**src/rtl/seq_game_ctrl.sv**
```systemverilog
// seq_game_ctrl: memory-sequence game FSM that grows, replays and checks a colour sequence.
// Defining SEQ_GAME_RETRY_EN allows one replay per game after the first miss.
module seq_game_ctrl #(
  parameter int COLOR_W      = 2,
  parameter int MAX_LEN      = 32,
  parameter int LEN_W        = 6,
  parameter int TURN_TIMEOUT = 5
) (
  input  logic               CLK,
  input  logic               RST,
  input  logic               START_GAME,
  input  logic [COLOR_W-1:0] IN,
  input  logic               IN_VALID,
  input  logic [COLOR_W-1:0] RAND,
  input  logic               TIMER_PULSE,
  output logic               TIMER_GO,
  output logic [COLOR_W-1:0] OUT,
  output logic               OUT_ENA,
  output logic               WIN,
  output logic               LOSE,
  output logic               HS,
  output logic [LEN_W-1:0]   SCORE,
  output logic [LEN_W-1:0]   HIGH_SCORE
);
  localparam int ADDR_W = (MAX_LEN > 1) ? $clog2(MAX_LEN) : 1;
  localparam int TMO_W  = $clog2(TURN_TIMEOUT + 1);
  localparam logic [LEN_W-1:0] LAST_LEN  = LEN_W'(MAX_LEN - 1);
  localparam logic [TMO_W-1:0] TMO_LIMIT = TMO_W'(TURN_TIMEOUT);

  typedef enum logic [3:0] {
    S_IDLE   = 4'd0,
    S_START  = 4'd1,
    S_ADD    = 4'd2,
    S_SHOW   = 4'd3,
    S_SHOW_W = 4'd4,
    S_INPUT  = 4'd5,
    S_HOLD   = 4'd6,
    S_WIN    = 4'd7,
    S_LOSE   = 4'd8,
`ifdef SEQ_GAME_RETRY_EN
    S_REPLAY = 4'd10,
`endif
    S_END    = 4'd9
  } state_t;

  state_t             state_reg;
  state_t             miss_state;
  logic [LEN_W-1:0]   idx_reg;
  logic [LEN_W-1:0]   len_reg;
  logic [TMO_W-1:0]   tmo_reg;
  logic [TMO_W-1:0]   tmo_next;
  logic               match_reg;
  logic [COLOR_W-1:0] out_reg;
  logic               out_ena_reg;
  logic               timer_go_reg;
  logic               win_reg;
  logic               lose_reg;
  logic               hs_reg;
  logic [LEN_W-1:0]   score_reg;
  logic [LEN_W-1:0]   high_score_reg;
`ifdef SEQ_GAME_RETRY_EN
  logic               retry_used_reg;
`endif

  // Shallow table read combinationally so SHOW and INPUT see seq[idx] in the same cycle.
  logic [COLOR_W-1:0] seq_mem [MAX_LEN];
  logic [COLOR_W-1:0] seq_rd;

  assign seq_rd   = seq_mem[idx_reg[ADDR_W-1:0]];
  assign tmo_next = tmo_reg + TMO_W'(1);

  always_ff @(posedge CLK) begin
    if (state_reg == S_ADD)
      seq_mem[len_reg[ADDR_W-1:0]] <= RAND;
  end

  always_comb begin
    miss_state = S_LOSE;
`ifdef SEQ_GAME_RETRY_EN
    if (!retry_used_reg)
      miss_state = S_REPLAY;
`endif
  end

  always_ff @(posedge CLK) begin
    if (RST) begin
      state_reg      <= S_IDLE;
      idx_reg        <= '0;
      len_reg        <= '0;
      tmo_reg        <= '0;
      match_reg      <= 1'b0;
      out_reg        <= '1;
      out_ena_reg    <= 1'b0;
      timer_go_reg   <= 1'b0;
      win_reg        <= 1'b0;
      lose_reg       <= 1'b0;
      hs_reg         <= 1'b0;
      score_reg      <= '0;
      high_score_reg <= '0;
`ifdef SEQ_GAME_RETRY_EN
      retry_used_reg <= 1'b0;
`endif
    end else begin
      timer_go_reg <= 1'b0;
      win_reg      <= 1'b0;
      lose_reg     <= 1'b0;
      hs_reg       <= 1'b0;
      case (state_reg)
        S_IDLE: begin
          idx_reg <= '0;
          len_reg <= '0;
          if (START_GAME) state_reg <= S_START;
        end
        S_START: begin
          score_reg <= '0;
`ifdef SEQ_GAME_RETRY_EN
          retry_used_reg <= 1'b0;
`endif
          if (!START_GAME) state_reg <= S_ADD;
        end
        S_ADD: begin
          idx_reg   <= '0;
          state_reg <= S_SHOW;
        end
        S_SHOW: begin
          out_reg      <= seq_rd;
          out_ena_reg  <= 1'b1;
          timer_go_reg <= 1'b1;
          state_reg    <= S_SHOW_W;
        end
        S_SHOW_W: begin
          if (TIMER_PULSE) begin
            out_ena_reg <= 1'b0;
            if (idx_reg == len_reg) begin
              idx_reg      <= '0;
              tmo_reg      <= '0;
              timer_go_reg <= 1'b1;
              state_reg    <= S_INPUT;
            end else begin
              idx_reg   <= idx_reg + LEN_W'(1);
              state_reg <= S_SHOW;
            end
          end
        end
        S_INPUT: begin
          // A press in the same cycle as the final tick takes priority over the timeout.
          if (IN_VALID) begin
            match_reg <= (IN == seq_rd);
            state_reg <= S_HOLD;
          end else if (TIMER_PULSE) begin
            tmo_reg <= tmo_next;
            if (tmo_next == TMO_LIMIT) state_reg <= miss_state;
          end
        end
        S_HOLD: begin
          if (!IN_VALID) begin
            if (!match_reg) begin
              state_reg <= miss_state;
            end else if (idx_reg != len_reg) begin
              idx_reg      <= idx_reg + LEN_W'(1);
              tmo_reg      <= '0;
              timer_go_reg <= 1'b1;
              state_reg    <= S_INPUT;
            end else begin
              score_reg <= len_reg + LEN_W'(1);
              if (len_reg == LAST_LEN) begin
                state_reg <= S_WIN;
              end else begin
                len_reg   <= len_reg + LEN_W'(1);
                state_reg <= S_ADD;
              end
            end
          end
        end
`ifdef SEQ_GAME_RETRY_EN
        S_REPLAY: begin
          idx_reg        <= '0;
          retry_used_reg <= 1'b1;
          state_reg      <= S_SHOW;
        end
`endif
        S_WIN: begin
          win_reg   <= 1'b1;
          state_reg <= S_END;
        end
        S_LOSE: begin
          lose_reg  <= 1'b1;
          state_reg <= S_END;
        end
        S_END: begin
          if (score_reg > high_score_reg) begin
            high_score_reg <= score_reg;
            hs_reg         <= 1'b1;
          end
          state_reg <= S_IDLE;
        end
        default: state_reg <= S_IDLE;
      endcase
    end
  end

  assign TIMER_GO   = timer_go_reg;
  assign OUT        = out_reg;
  assign OUT_ENA    = out_ena_reg;
  assign WIN        = win_reg;
  assign LOSE       = lose_reg;
  assign HS         = hs_reg;
  assign SCORE      = score_reg;
  assign HIGH_SCORE = high_score_reg;
endmodule
```
**config.mk**
```make
export PLATFORM = sky130hd
export DESIGN_NAME = seq_game_ctrl
export DESIGN_NICKNAME = d
export VERILOG_FILES = /design/src/rtl/seq_game_ctrl.sv
export SDC_FILE = /design/constraint.sdc
export NUM_CORES = 1
export LEC_CHECK = 0
export ABC_AREA = 1
export CAP_MARGIN = 20
export CORE_MARGIN = 2
export CORE_UTILIZATION = 40
export DETAILED_ROUTE_END_ITERATION = 16
export PLACE_DENSITY_LB_ADDON = 0.08
export REMOVE_ABC_BUFFERS = 1
export SLEW_MARGIN = 20
export SYNTH_ARGS = -nofsm -noshare
export SYNTH_HDL_FRONTEND = slang
export SYNTH_SLANG_ARGS = --single-unit
```
**constraint.sdc**
```tcl
create_clock -name CLK -period 2.1 [get_ports CLK]
set_input_delay 0.42 -clock CLK [delete_from_list [all_inputs] [get_ports CLK]]
set_output_delay 0.42 -clock CLK [all_outputs]
set_load 0.01 [all_outputs]
```
# --- After elaboration in Yosys (flattened, before gate mapping) ---
# Memories as Yosys holds them, arrays and structs flattened. A register that Yosys moved wholly into a read port is not among the register bits.
# Index checks and enable logic that the tools add are counted.
word_totals:
  register_bits: 39
  ram_bits: 64
  inputBits: 9
  out_inout_bits: 19
  word_cells: 113
  memories: 1
memory_table:
  columns: ["name", "depth", "word_bits", "rd", "rd_ports_with_merged_regs", "write_ports", "line", "source"]
  rows:
  - ["seq_mem", 32, 2, 1, 1, 1, "66", "logic [COLOR_W-1:0] seq_mem [MAX_LEN];"]
classes:
  n_addsub: 3
  order_cmp: 1
  eq_ne: 27
  muxes: 50
  bitwise_logic: 1
  reduce_logical: 17
op_table:
  columns: ["operator", "count"]
  rows:
  - ["2-to-1 mux 6 bit", 12]
  - ["2-to-1 mux 4 bit", 8]
  - ["one-hot mux 4 bit (8 select lines)", 1]
  - ["2-to-1 mux 3 bit", 10]
  - ["one-hot mux 6 bit (2 select lines)", 2]
  - ["inequality test 2 bit, second input constant", 11]
  - ["one-hot mux 6 bit (3 select lines)", 1]
  - ["== test 4 x 3 -> 1 bit, second input constant", 4]
  - ["adder 6 x 1 -> 6 bit, second input constant", 2]
  - ["2-to-1 mux 1 bit", 11]
  - ["2-to-1 mux 5 bit", 2]
  - ["AND reduction 5 bit", 2]
  - ["one-hot mux 3 bit (3 select lines)", 1]
  - ["== test 4 x 2 -> 1 bit, second input constant", 2]
  - ["== test 4 bit, second input constant", 2]
  - ["AND reduction 8 bit", 1]
  - ["== test 6 x 5 -> 1 bit, second input constant", 1]
  - ["== test 6 bit", 1]
  - ["greater-than comparator 6 bit", 1]
  - ["inequality test 3 bit, second input constant", 2]
  - ["inequality test 6 bit", 1]
  - ["AND reduction 2 bit", 3]
  - ["AND reduction 6 bit", 1]
  - ["nonzero test 2 bit", 3]
  - ["other kinds (11)", 14]

# --- Logic depth before layout (Yosys ltp) ---
depth:
  word_depth: 7
  ltp_mapped: 15
  ltp_nobuf: 13

# --- Least setup slack after synthesis ---
# No wires, ideal clock.
synth_path:
  path_kind: "register to register"
  start: "reg high_score_reg[5], in the netlist HIGH_SCORE[5]"
  end: "reg high_score_reg[1], in the netlist HIGH_SCORE[1]"
  setup_time_ns: 0.127
  arrival_ns: 1.614
  setup_slack_ns: 0.359
  path_stages_with_launch: 13
  n_path_buf: 1
  period_less_slack_ns: 1.741
  cell_sequence: "dfxtp_1 -> inv_1 -> ha_1 -> nand4_1 -> inv_1 -> o21ai_0 -> o211ai_1 -> nand2_1 -> nor2_1 -> inv_1 -> clkbuf_1 -> o21ai_0 -> a21oi_1"
synth_between:
  elab_chain_len: 2
synth_lines:
  columns: ["item", "line", "source"]
  rows:
  - ["start: declaration", "60", "logic [LEN_W-1:0] high_score_reg;"]
  - ["start signal: assignment", "192", "high_score_reg <= score_reg;"]
  - ["greater-than comparator 6 bit", "191", "if (score_reg > high_score_reg) begin"]
  - ["AND reduction 2 bit (no source line)", null, null]
# Every way passes these cells.
# A chain may end at the register's enable or synchronous reset.

# --- Final worst setup path ---
layout_path:
  start: "reg state_reg[3]"
  end: "mem seq_mem[11][1] (enable)"
layout_between:
  elab_chain_len: 3
layout_lines:
  columns: ["item", "line", "source"]
  rows:
  - ["start: declaration", "46", "state_t state_reg;"]
  - ["start signal: assignment", "152", "if (tmo_next == TMO_LIMIT) state_reg <= miss_state;"]
  - ["start signal: assignment", "158", "state_reg <= miss_state;"]
  - ["== test 4 x 2 -> 1 bit", "73", "if (state_reg == S_ADD)"]
  - ["2-to-1 mux 1 bit", "73", null]
  - ["2-to-1 mux 1 bit (implied by the code)", "74", "seq_mem[len_reg[ADDR_W-1:0]] <= RAND;"]
  - ["end: declaration", "66", null]
# Every way passes these cells.

==> results.py <==
metrics = {
    "status": {
        "status": "complete, no violations",
    },
    "floorplanning": {
        "dieHeight_um": 117,
        "die_w_um": 117,
        "initial_core_util_pct": 40.9,
        "die-area_sq_mm": 0.0138,
        "ioPinCount": 28,
        "core_sq_mm": 0.0126,
        "num_rows": 41,
    },
    "worst_hold_path": {
        "min-delay-start": "HIGH_SCORE[4]",
        "whs_path_depth": 2,
        "hold_path.class": "register to register",
    },
    "final_layout": {
        "finalNonFillerCells": 815,
        "drive_above_1_share_pct": 6.84,
        "num_antenna_cells": 0,
        "syn2layout_area_growth_pct": 16.1,
        "largest_reg_flops": 64,
        "fin_nets": 660,
    },
    "detailed_routing": {
        "wl_per_cell_um": 14.5,
        "num_vias": 4022,
        "wl_um": 11900,
        "drtIter0Drc": 220,
        "drt_first_pass_iters": 5,
        "drc": 0,
        "ant_nets": 0,
        "vias_per_cell": 4.93,
    },
    "setup_path": {
        "cp_slowest_stage_delay_ns": 0.36,
        "crit_required_ns": 2.14,
        "crit_arrival_ns": 1.91,
        "cpMostUsedCell": "nor2_1",
        "setup.worst_path.start_class": "register",
        "r2r-start": "state_reg[3]",
        "path_class": "register to register",
        "r2r_cells": 6,
        "critical_path.startpoint": "state_reg[3]",
        "crit_slowest_cell": "dfxtp_1",
        "critical_path.max_fanout": 8,
        "crit_path_end_kind": "register",
        "crit_chain": "nor2_1 > inv_1 > nor3_1 > buf_4 > nand2_1 > nor2_1",
    },
    "global_route": {
        "grt_pass1_vias": 4042,
        "grt_pass1_wl_um": 19600,
        "grt.overflow.total": 0,
        "antenna_found_initial": 0,
        "grt.total_usage_pct": 18.1,
        "grt_max_degree": 33,
    },
    "sta": {
        "tightestPinTransition_ns": 0.433,
        "hold_viol": 0,
        "setup_slack_ns": 0.235,
        "min_period_over_period_pct": 88.8,
        "period_minus_slack_ns": 1.86,
        "rsz0062_at_grt": "false",
        "slew_headroom_pct": 71.1,
        "slew_violations": 0,
        "fmax_ghz": 0.536,
        "setup_viol": 0,
        "skew_ns": 0.00879,
    },
    "synthesis": {
        "syn_area_per_cell_sq_um": 8.54,
        "syn_area_sq_mm": 0.00514,
        "synth_cells": 602,
        "ys_types": 31,
        "synth_warnings": 0,
        "ys_seq_area_share_pct": 54.5,
        "synth_seq_cells": 108,
    },
    "clock_tree": {
        "ctsRootBufferMaster": "clkbuf_16",
        "cts-resized-gates": 0,
        "htreeDepth": 3,
        "clock-sinks": 108,
        "postCtsSetupBuffers": 0,
        "cts_hold_buf": 0,
        "cts.clk_slew.worst_paths_ns": 0.07,
        "clock_latency_ns": 0.35,
        "tritoncts": "done",
        "cts.path.max_buffers": 2,
        "numCtsBuffers": 9,
    },
    "placed_design": {
        "pre_cts_ws_ns": 0.159,
        "numPortBuffers": 27,
        "dpl.hpwl_um": 8320,
        "routabilityCongestion": 0.889,
        "dp.cells": 799,
    },
    "power_and_ir_drop": {
        "leakagePower_nw": 2.29,
        "power_mw": 5.07,
        "ir_drop_mv": 0.356,
        "cellPowerDensity_mw_per_mm2": 850,
    },
    "job": {
        "cap_violations": 0,
    },
}
cell usage in the layout, fill, tap and decap left out:
master           Yosys  layout
buf_12               0       2
nand3b_1             2       2
clkdlybuf4s50_1      0      27
o211ai_1             2       2
a21oi_2              1       1
nand2_1            164     164
a21oi_1             29      29
inv_2                2       2
clkinv_2             0       1
nor3_4               1       1
edfxtp_1            64      64
nand3b_4             1       1
nand2_2              1       1
nor2_1              80      80
nor2_4               1       1
inv_6                0       1
dfxtp_1             44      44
nor3_1               7       7
nand4_1              3       3
xor2_1               7       7
clkinvlp_2           0       1
nand3_2              1       1
nand4_2              1       1
o21ai_1              4       4
nor3b_1              2       2
clkbuf_1             8       1
nor4_4               1       1
buf_4                0      15
a31oi_1              1       1
bufinv_16            0       1
nand3_1             77      77
clkbuf_16            0       9
ha_1                13      13
o21ai_2              2       2
clkinvlp_4           0       2
inv_1               50      50
o21ai_0             20      20
xnor2_1              2       2
final timing paths:
kind	slack (ns)	endpoint
worst min-delay path	0.47	HIGH_SCORE[4]
worst max register to register	0.24	seq_mem[11][1]
worst min register to register	0.47	HIGH_SCORE[4]
worst max-delay path	0.24	seq_mem[11][1]
cell type report:
class	instances	area [sq um]
repair buffers	44	423
flip-flops and latches	108	2800
multi-input cells	423	2040
fillers	1266	6600
clock buffers	10	229
inverters	52	195
clock inverters	6	63.8
well taps	172	215
synth_stat cells:
| master | instances | share of area, % |
|---|---|---|
| a21oi_1 | 29 | 2.8 |
| a21oi_2 | 1 | 0.17 |
| a31oi_1 | 1 | 0.12 |
| buf_2 | 8 | 0.78 |
| buf_6 | 3 | 0.66 |
| clkbuf_1 | 8 | 0.58 |
| dfxtp_1 | 44 | 17 |
| edfxtp_1 | 64 | 37 |
| ha_1 | 13 | 3.2 |
| inv_1 | 50 | 3.7 |
| inv_2 | 2 | 0.15 |
| nand2_1 | 164 | 12 |
| nand2_2 | 1 | 0.12 |
| nand3_1 | 77 | 7.5 |
| nand3_2 | 1 | 0.19 |
| nand3b_1 | 2 | 0.29 |
| nand3b_4 | 1 | 0.39 |
| nand4_1 | 3 | 0.37 |
| nand4_2 | 1 | 0.24 |
| nor2_1 | 80 | 5.8 |
| nor2_4 | 1 | 0.22 |
| nor3_1 | 7 | 0.68 |
| nor3_4 | 1 | 0.32 |
| nor3b_1 | 2 | 0.29 |
| nor4_4 | 1 | 0.41 |
| o211ai_1 | 2 | 0.29 |
| o21ai_0 | 20 | 1.9 |
| o21ai_1 | 4 | 0.39 |
| o21ai_2 | 2 | 0.34 |
| xnor2_1 | 2 | 0.34 |
| xor2_1 | 7 | 1.2 |
stage by stage:
stage / setup TNS (ns) / utilization [%] / hold WS [ns] / area [sq um]
3_3_place_gp: 0 / 45.1 / 0.459 / 5670
6_report: 0 / 47.5 / 0.469 / 5970
2_1_floorplan: -0.0823 / - / 0.476 / 5030
4_1_cts: 0 / 47.5 / 0.474 / 5970
5_1_grt: 0 / 47.5 / 0.509 / 5970
3_5_place_dp: 0 / 45.1 / 0.464 / 5670
cells by family (layout without fill, tap and decap cells):
| group | count (synthesis) | after routing | synth area share (%) |
|---|---|---|---|
| AND/OR/NAND/NOR | 342 | 342 | 28.9 |
| adder cells (fa/ha/maj) | 13 | 13 | 3.17 |
| buffers and inverters | 71 | 112 | 5.82 |
| flip-flops | 108 | 108 | 54.5 |
| AO/OA/AOI/OAI | 59 | 59 | 6.09 |
| XOR/XNOR | 9 | 9 | 1.53 |
critical path, delay by kind of cell, from the launching register on:
family | cells | cell delay (ns)
flip-flops | 1 | 0.36
buffers and inverters | 2 | 0.29
AND/OR/NAND/NOR | 4 | 0.91
layer usage:
layer / wire length (um) / global-route usage [%] / share of wire (%) / vias up
met5: 0 / 0 / 0 / -
met4: 292 / 8.28 / 2.5 / 0
met3: 373 / 3.11 / 3.1 / 24
met2: 6080 / 32.2 / 51 / 70
met1: 5110 / 21.4 / 43 / 1865
li1: - / - / - / 2063
where the power goes:
part	total [mW]	switching (mW)	leakage (nW)	internal [mW]
clock	1.68	0.760	0.135	0.924
combinational	1.01	0.664	1.23	0.342
sequential	2.38	0.0764	0.931	2.30
(Power assumes the default switching activity.)
